<file path="src/rtl/ram_arbiter_if.sv">
// Requester and RAM-side signal bundle for ram_arbiter.
// The arbiter uses the slave modport; the requesters and the RAM model sit on the master side.
interface ram_arbiter_if #(
  parameter int unsigned ADDR_W = 4,
  parameter int unsigned DATA_W = 8
);
  logic              req_a;
  logic              req_b;
  logic              we_a;
  logic              we_b;
  logic [ADDR_W-1:0] addr_a;
  logic [ADDR_W-1:0] addr_b;
  logic [DATA_W-1:0] wdata_a;
  logic [DATA_W-1:0] wdata_b;
  logic              gnt_a;
  logic              gnt_b;
  logic              done_a;
  logic              done_b;
  logic [DATA_W-1:0] rdata;
  logic [ADDR_W-1:0] ram_addr;
  logic [DATA_W-1:0] ram_data;
  logic              ram_read;
  logic              ram_write;
  logic [DATA_W-1:0] ram_rdata;

  modport master (
    output req_a, req_b, we_a, we_b, addr_a, addr_b, wdata_a, wdata_b, ram_rdata,
    input  gnt_a, gnt_b, done_a, done_b, rdata, ram_addr, ram_data, ram_read, ram_write
  );

  modport slave (
    input  req_a, req_b, we_a, we_b, addr_a, addr_b, wdata_a, wdata_b, ram_rdata,
    output gnt_a, gnt_b, done_a, done_b, rdata, ram_addr, ram_data, ram_read, ram_write
  );
endinterface

</file>
<file path="src/rtl/ram_arbiter.sv">
// Two-requester round-robin arbiter for a single-port RAM: grant, one RAM access cycle,
// then a done pulse. A transaction occupies exactly three cycles.
module ram_arbiter #(
  parameter int unsigned ADDR_W = 4,
  parameter int unsigned DATA_W = 8
) (
  input logic          clk,
  input logic          reset,
  ram_arbiter_if.slave bus
);

  typedef enum logic [1:0] {
    IDLE   = 2'd0,
    ACCESS = 2'd1,
    RESP   = 2'd2
  } state_t;

  state_t            state;
  logic              last_b;
  logic              owner_b;
  logic              pick_b;
  logic              win_we;
  logic [ADDR_W-1:0] win_addr;
  logic [DATA_W-1:0] win_data;

  // Winner selection: a lone request wins outright, a tie goes to whoever was not served last.
  always_comb begin
    pick_b   = bus.req_b && (!bus.req_a || !last_b);
    win_we   = pick_b ? bus.we_b    : bus.we_a;
    win_addr = pick_b ? bus.addr_b  : bus.addr_a;
    win_data = pick_b ? bus.wdata_b : bus.wdata_a;
  end

  // The grant acknowledges the request in the same IDLE cycle it is sampled, so it is
  // decoded from the registered state and pointer rather than delayed by a flop.
  assign bus.gnt_a = (state == IDLE) && bus.req_a && !pick_b;
  assign bus.gnt_b = (state == IDLE) && pick_b;

  always_ff @(posedge clk) begin
    if (reset) begin
      state         <= IDLE;
      last_b        <= 1'b1;
      owner_b       <= 1'b0;
      bus.ram_addr  <= '0;
      bus.ram_data  <= '0;
      bus.ram_read  <= 1'b0;
      bus.ram_write <= 1'b0;
      bus.rdata     <= '0;
      bus.done_a    <= 1'b0;
      bus.done_b    <= 1'b0;
    end else begin
      bus.ram_read  <= 1'b0;
      bus.ram_write <= 1'b0;
      bus.done_a    <= 1'b0;
      bus.done_b    <= 1'b0;
      case (state)
        IDLE: begin
          if (bus.req_a || bus.req_b) begin
            state         <= ACCESS;
            owner_b       <= pick_b;
            last_b        <= pick_b;
            bus.ram_addr  <= win_addr;
            bus.ram_data  <= win_data;
            bus.ram_write <= win_we;
            bus.ram_read  <= !win_we;
          end
        end
        ACCESS: begin
          state <= RESP;
          if (bus.ram_read) begin
            bus.rdata <= bus.ram_rdata;
          end
          bus.done_a <= !owner_b;
          bus.done_b <= owner_b;
        end
        RESP: begin
          state <= IDLE;
        end
        default: begin
          state <= IDLE;
        end
      endcase
    end
  end

endmodule
</file>
<file path="src/flat_wrapper.sv">
// flat-port wrapper written by rule: the top's interface ports become plain ports
module ram_arbiter_flat 
#(
  parameter int unsigned ADDR_W = 4,
  parameter int unsigned DATA_W = 8
)
  (clk, reset, bus_req_a, bus_req_b, bus_we_a, bus_we_b, bus_addr_a, bus_addr_b, bus_wdata_a, bus_wdata_b, bus_ram_rdata, bus_gnt_a, bus_gnt_b, bus_done_a, bus_done_b, bus_rdata, bus_ram_addr, bus_ram_data, bus_ram_read, bus_ram_write);
  ram_arbiter_if #(.ADDR_W(ADDR_W), .DATA_W(DATA_W)) bus_i ();
  input logic clk;
  input logic reset;
  input wire logic [$bits(bus_i.req_a)-1:0] bus_req_a;
  input wire logic [$bits(bus_i.req_b)-1:0] bus_req_b;
  input wire logic [$bits(bus_i.we_a)-1:0] bus_we_a;
  input wire logic [$bits(bus_i.we_b)-1:0] bus_we_b;
  input wire logic [$bits(bus_i.addr_a)-1:0] bus_addr_a;
  input wire logic [$bits(bus_i.addr_b)-1:0] bus_addr_b;
  input wire logic [$bits(bus_i.wdata_a)-1:0] bus_wdata_a;
  input wire logic [$bits(bus_i.wdata_b)-1:0] bus_wdata_b;
  input wire logic [$bits(bus_i.ram_rdata)-1:0] bus_ram_rdata;
  output wire logic [$bits(bus_i.gnt_a)-1:0] bus_gnt_a;
  output wire logic [$bits(bus_i.gnt_b)-1:0] bus_gnt_b;
  output wire logic [$bits(bus_i.done_a)-1:0] bus_done_a;
  output wire logic [$bits(bus_i.done_b)-1:0] bus_done_b;
  output wire logic [$bits(bus_i.rdata)-1:0] bus_rdata;
  output wire logic [$bits(bus_i.ram_addr)-1:0] bus_ram_addr;
  output wire logic [$bits(bus_i.ram_data)-1:0] bus_ram_data;
  output wire logic [$bits(bus_i.ram_read)-1:0] bus_ram_read;
  output wire logic [$bits(bus_i.ram_write)-1:0] bus_ram_write;
  assign bus_i.req_a = bus_req_a;
  assign bus_i.req_b = bus_req_b;
  assign bus_i.we_a = bus_we_a;
  assign bus_i.we_b = bus_we_b;
  assign bus_i.addr_a = bus_addr_a;
  assign bus_i.addr_b = bus_addr_b;
  assign bus_i.wdata_a = bus_wdata_a;
  assign bus_i.wdata_b = bus_wdata_b;
  assign bus_i.ram_rdata = bus_ram_rdata;
  assign bus_gnt_a = bus_i.gnt_a;
  assign bus_gnt_b = bus_i.gnt_b;
  assign bus_done_a = bus_i.done_a;
  assign bus_done_b = bus_i.done_b;
  assign bus_rdata = bus_i.rdata;
  assign bus_ram_addr = bus_i.ram_addr;
  assign bus_ram_data = bus_i.ram_data;
  assign bus_ram_read = bus_i.ram_read;
  assign bus_ram_write = bus_i.ram_write;
  ram_arbiter #(.ADDR_W(ADDR_W), .DATA_W(DATA_W)) u_core (.clk(clk), .reset(reset), .bus(bus_i));
endmodule
</file>
<file path="config.mk">
export PLATFORM = sky130hd
export DESIGN_NAME = ram_arbiter_flat
export DESIGN_NICKNAME = d
export VERILOG_FILES = /design/src/rtl/ram_arbiter_if.sv /design/src/rtl/ram_arbiter.sv /design/src/flat_wrapper.sv
export SDC_FILE = /design/constraint.sdc
export NUM_CORES = 1
export LEC_CHECK = 0
export ABC_CLOCK_PERIOD_IN_PS = 1600
export BUFFER_PORTS_ARGS = -buffer_cell sky130_fd_sc_hd__buf_2
export CAP_MARGIN = 15
export CORE_ASPECT_RATIO = 1.75
export CORE_UTILIZATION = 35
export DETAILED_ROUTE_END_ITERATION = 7
export GPL_TIMING_DRIVEN = 1
export PLACE_DENSITY = 0.73
export SETUP_SLACK_MARGIN = 0.3
export SKIP_LAST_GASP = 1
export SLEW_MARGIN = 0
export SYNTH_ARGS = -nofsm -noshare
export SYNTH_HDL_FRONTEND = slang
export SYNTH_SLANG_ARGS = --single-unit
</file>
<file path="constraint.sdc">
create_clock -name clk -period 1.6 [get_ports clk]
set_clock_uncertainty 0.2 [all_clocks]
set_input_delay 0.32 -clock clk [delete_from_list [all_inputs] [get_ports clk]]
set_output_delay 0.32 -clock clk [all_outputs]
set_load 0.02 [all_outputs]
</file>
==> impl_results.md <==
- Die Span X: 46.2 microns
- Initial antenna violation count: 0
- Layout cells sized above 1: 63.0%
- Worst path cell trace: a21bo_4 > nor3_4 > buf_6
- Hold buffers post-CTS: 0
- Pwr Density: 904 nW/um^2
- Family with the most delay on the worst path: flip-flops
- P&R area growth vs syn: 55.2%
- # setup viols final: 2
- Fin crit period: 1.64 ns
- Cell Rows: 27
- Top cell type's share of synthesized area: 46.9%
- Routed vias: 1111
- Largest area contributor in the netlist: dfxtp_1
- Total CTS buffers: 3
- TritonCTS Sinks: 28
- Input/output buffers: 63
- Starting Density: 37.2%
- Post-route DRC violation count: 0
- Dominant synthesized flop cell: dfxtp_1
- Tot Pwr: 1.68 mW
- Post-synthesis register bit count: 28
- Clock root cell: clkbuf_8
- Worst path required time: 1.08 ns
- Violated checks: negative setup slack
- Sequential cell area fraction in the yosys report: 46.9%
- Crit Path Category: reg -> out
- Max-slew violation count: 0
- Clock-pin slew on the worst setup and hold paths: 0.09 ns
- Htree depth: 1
- Die height: 79.3 microns
- DP Wirelength: 2170 microns
- Critical path endpoint category: output port
- Vias in the first global route: 1058
- Clk buf depth: 2
- First-pass GRT wire length: 4570 microns
- Leading cell type by number of instances after synthesis: dfxtp_1
- Final hold viol count: 0
- Synth cell types: 23
- Cell Area, Synth: 1190 sq um
- Post-route clock period utilization: 102%
- Utilization after layout: 57.8%
- Io pins: 64
- ANT nets after route: 0
- Clk_lat worst skew: 0.26 ns
- Worst-margin pin slew: 0.311 ns
- Fraction of registers with async set/reset: 0%
- Mean Syn Cell Area: 9.71 sq um
- Worst path slowest cell: dfxtp_2
- Gp weighted congestion: 0.744
- Worst endpoint data arrival time: 1.12 ns
- CORE AREA: 3210 sq um
- Final WS setup: -0.0374 ns
- CTS tree: built
- Status: finished with violations
- Drt total wl: 3070 microns
- YS warnings: 0
- Cells after Synth: 123
- Max Cap Viol: 0
- Syn Nets: 161
- Global route overflow: 0
- Total GRT Usage: 17.4%
- Final nets: 228
- Detailed-route wire length per cell: 13.2 microns
- RSZ-0062 raised after global routing: true
- Diodes inserted: 0
- Largest cells by area after synthesis: dfxtp_1 47%, a311oi_2 13%, nand2_1 8.2%, mux2i_1 7.5%, a21oi_1 5.0%
- Most frequent cells after synthesis: 28 x dfxtp_1, 26 x nand2_1, 12 x a21oi_1
- CP peak stage delay: 0.35 ns
- EDFF count, synth: 0
- Full die area: 3660 sq um
- Largest net degree at the start of global routing: 25
- Hold Crit Class: in -> reg
- Leak: 0.875 nW
- Pre-antenna DRT Iters: 3
- CP startpoint kind: flop
- Relative slew slack: 79.2%
- Via-to-Cell Ratio: 4.79
- Buf/Inv on CP: 1
- Detailed Route Iter0 Violations: 6
- Worst-path fanout max: 4
- VDD IR max: 0.446 mV
- Fmax: 611 MHz
[layout make-up]
class	count	area (sq um)
Clock buffer	4	55.1
Fill cell	291	1360
Multi-Input combinational cell	85	632
Sequential cell	28	589
Tap cell	43	53.8
Timing Repair Buffer	72	524
[logic make-up (layout without fill, tap and decap cells)]
logic type,count (synthesis),after routing,synth area share [%]
and+or+nand+nor,47,47,17.4
AOI/OAI and AO/OA,29,29,23.1
DFF,28,28,46.9
buffers and inverters,10,76,5.03
muxes,9,9,7.54
[state kept, by name, summed over array words and instances, names as in the netlist]
register	count
u_core.bus.done_b	1
u_core.bus.ram_addr	4
u_core.last_b	1
u_core.owner_b	1
u_core.bus.done_a	1
u_core.bus.rdata	8
u_core.state	2
u_core.bus.ram_write	1
u_core.bus.ram_data	8
u_core.bus.ram_read	1
[path summary, 6_finish.rpt]
check | startpoint | endpoint | slack (ns) | depth (start not counted)
max | u_core.last_b | bus_gnt_b | -0.04 | 3
min | bus_ram_rdata[1] | u_core.bus.rdata[1] | 0.09 | 3
max reg2reg | u_core.last_b | u_core.bus.ram_data[3] | 0.09 | 5
min reg2reg | u_core.owner_b | u_core.bus.done_a | 0.26 | 1
[routing by layer]
layer / vias to the layer above / global-route usage, % / share of wire [%]
met5: - / 0 / 0
met4: 0 / 6.47 / 0.88
met3: 2 / 1.36 / 4.4
met2: 39 / 33.4 / 58
met1: 504 / 17.8 / 37
li1: 566 / - / -
[placed cells by master (no fill, tap or decap), types with 2 or more instances in the layout]
master    synthesis  routed
buf_2             6      40
nand2_1          26      24
buf_4             0      22
dfxtp_2           0      20
a21oi_1          12      12
a311oi_2         10      10
nor2_1           10       9
mux2i_1           9       8
dfxtp_1          28       7
buf_6             2       5
clkbuf_8          0       4
nor2_4            0       2
nand2_2           0       2
a311oi_1          2       2
nor2b_1           2       2
buf_8             0       2
buf_12            0       2
[tightest hold or removal path, stage by stage]
cell     delay (ns)
buf_2          0.08
mux2i_1        0.05
nor2_1         0.07
[power by group]
group	internal, mW	switching, mW	total [mW]
clock	0.220	0.198	0.418
sequential	0.757	0.0373	0.794
combinational	0.231	0.233	0.463
total	1.21	0.468	1.68
[through the flow]
stage                     cells  hold slack [ns]  area (sq um)  worst slack, ns  TNS, ns
after floorplan             123            0.199          1230            0.188        0
after global placement      225            0.232          1600           0.0789        0
after detailed placement    225            0.236          1600           0.0647        0
after CTS                   232           0.0802          1760          -0.0482  -0.0849
after global routing        232           0.0817          1850          -0.0797   -0.152
final                       232           0.0866          1850          -0.0374  -0.0594
[what timing repair did]
action	CTS	global route
pin swaps	1	0
endpoints found under the setup margin	32	41
setup buffers	2	0
cloned	1	0
resized for setup	20	39
Power figures use the tool's default switching activity.
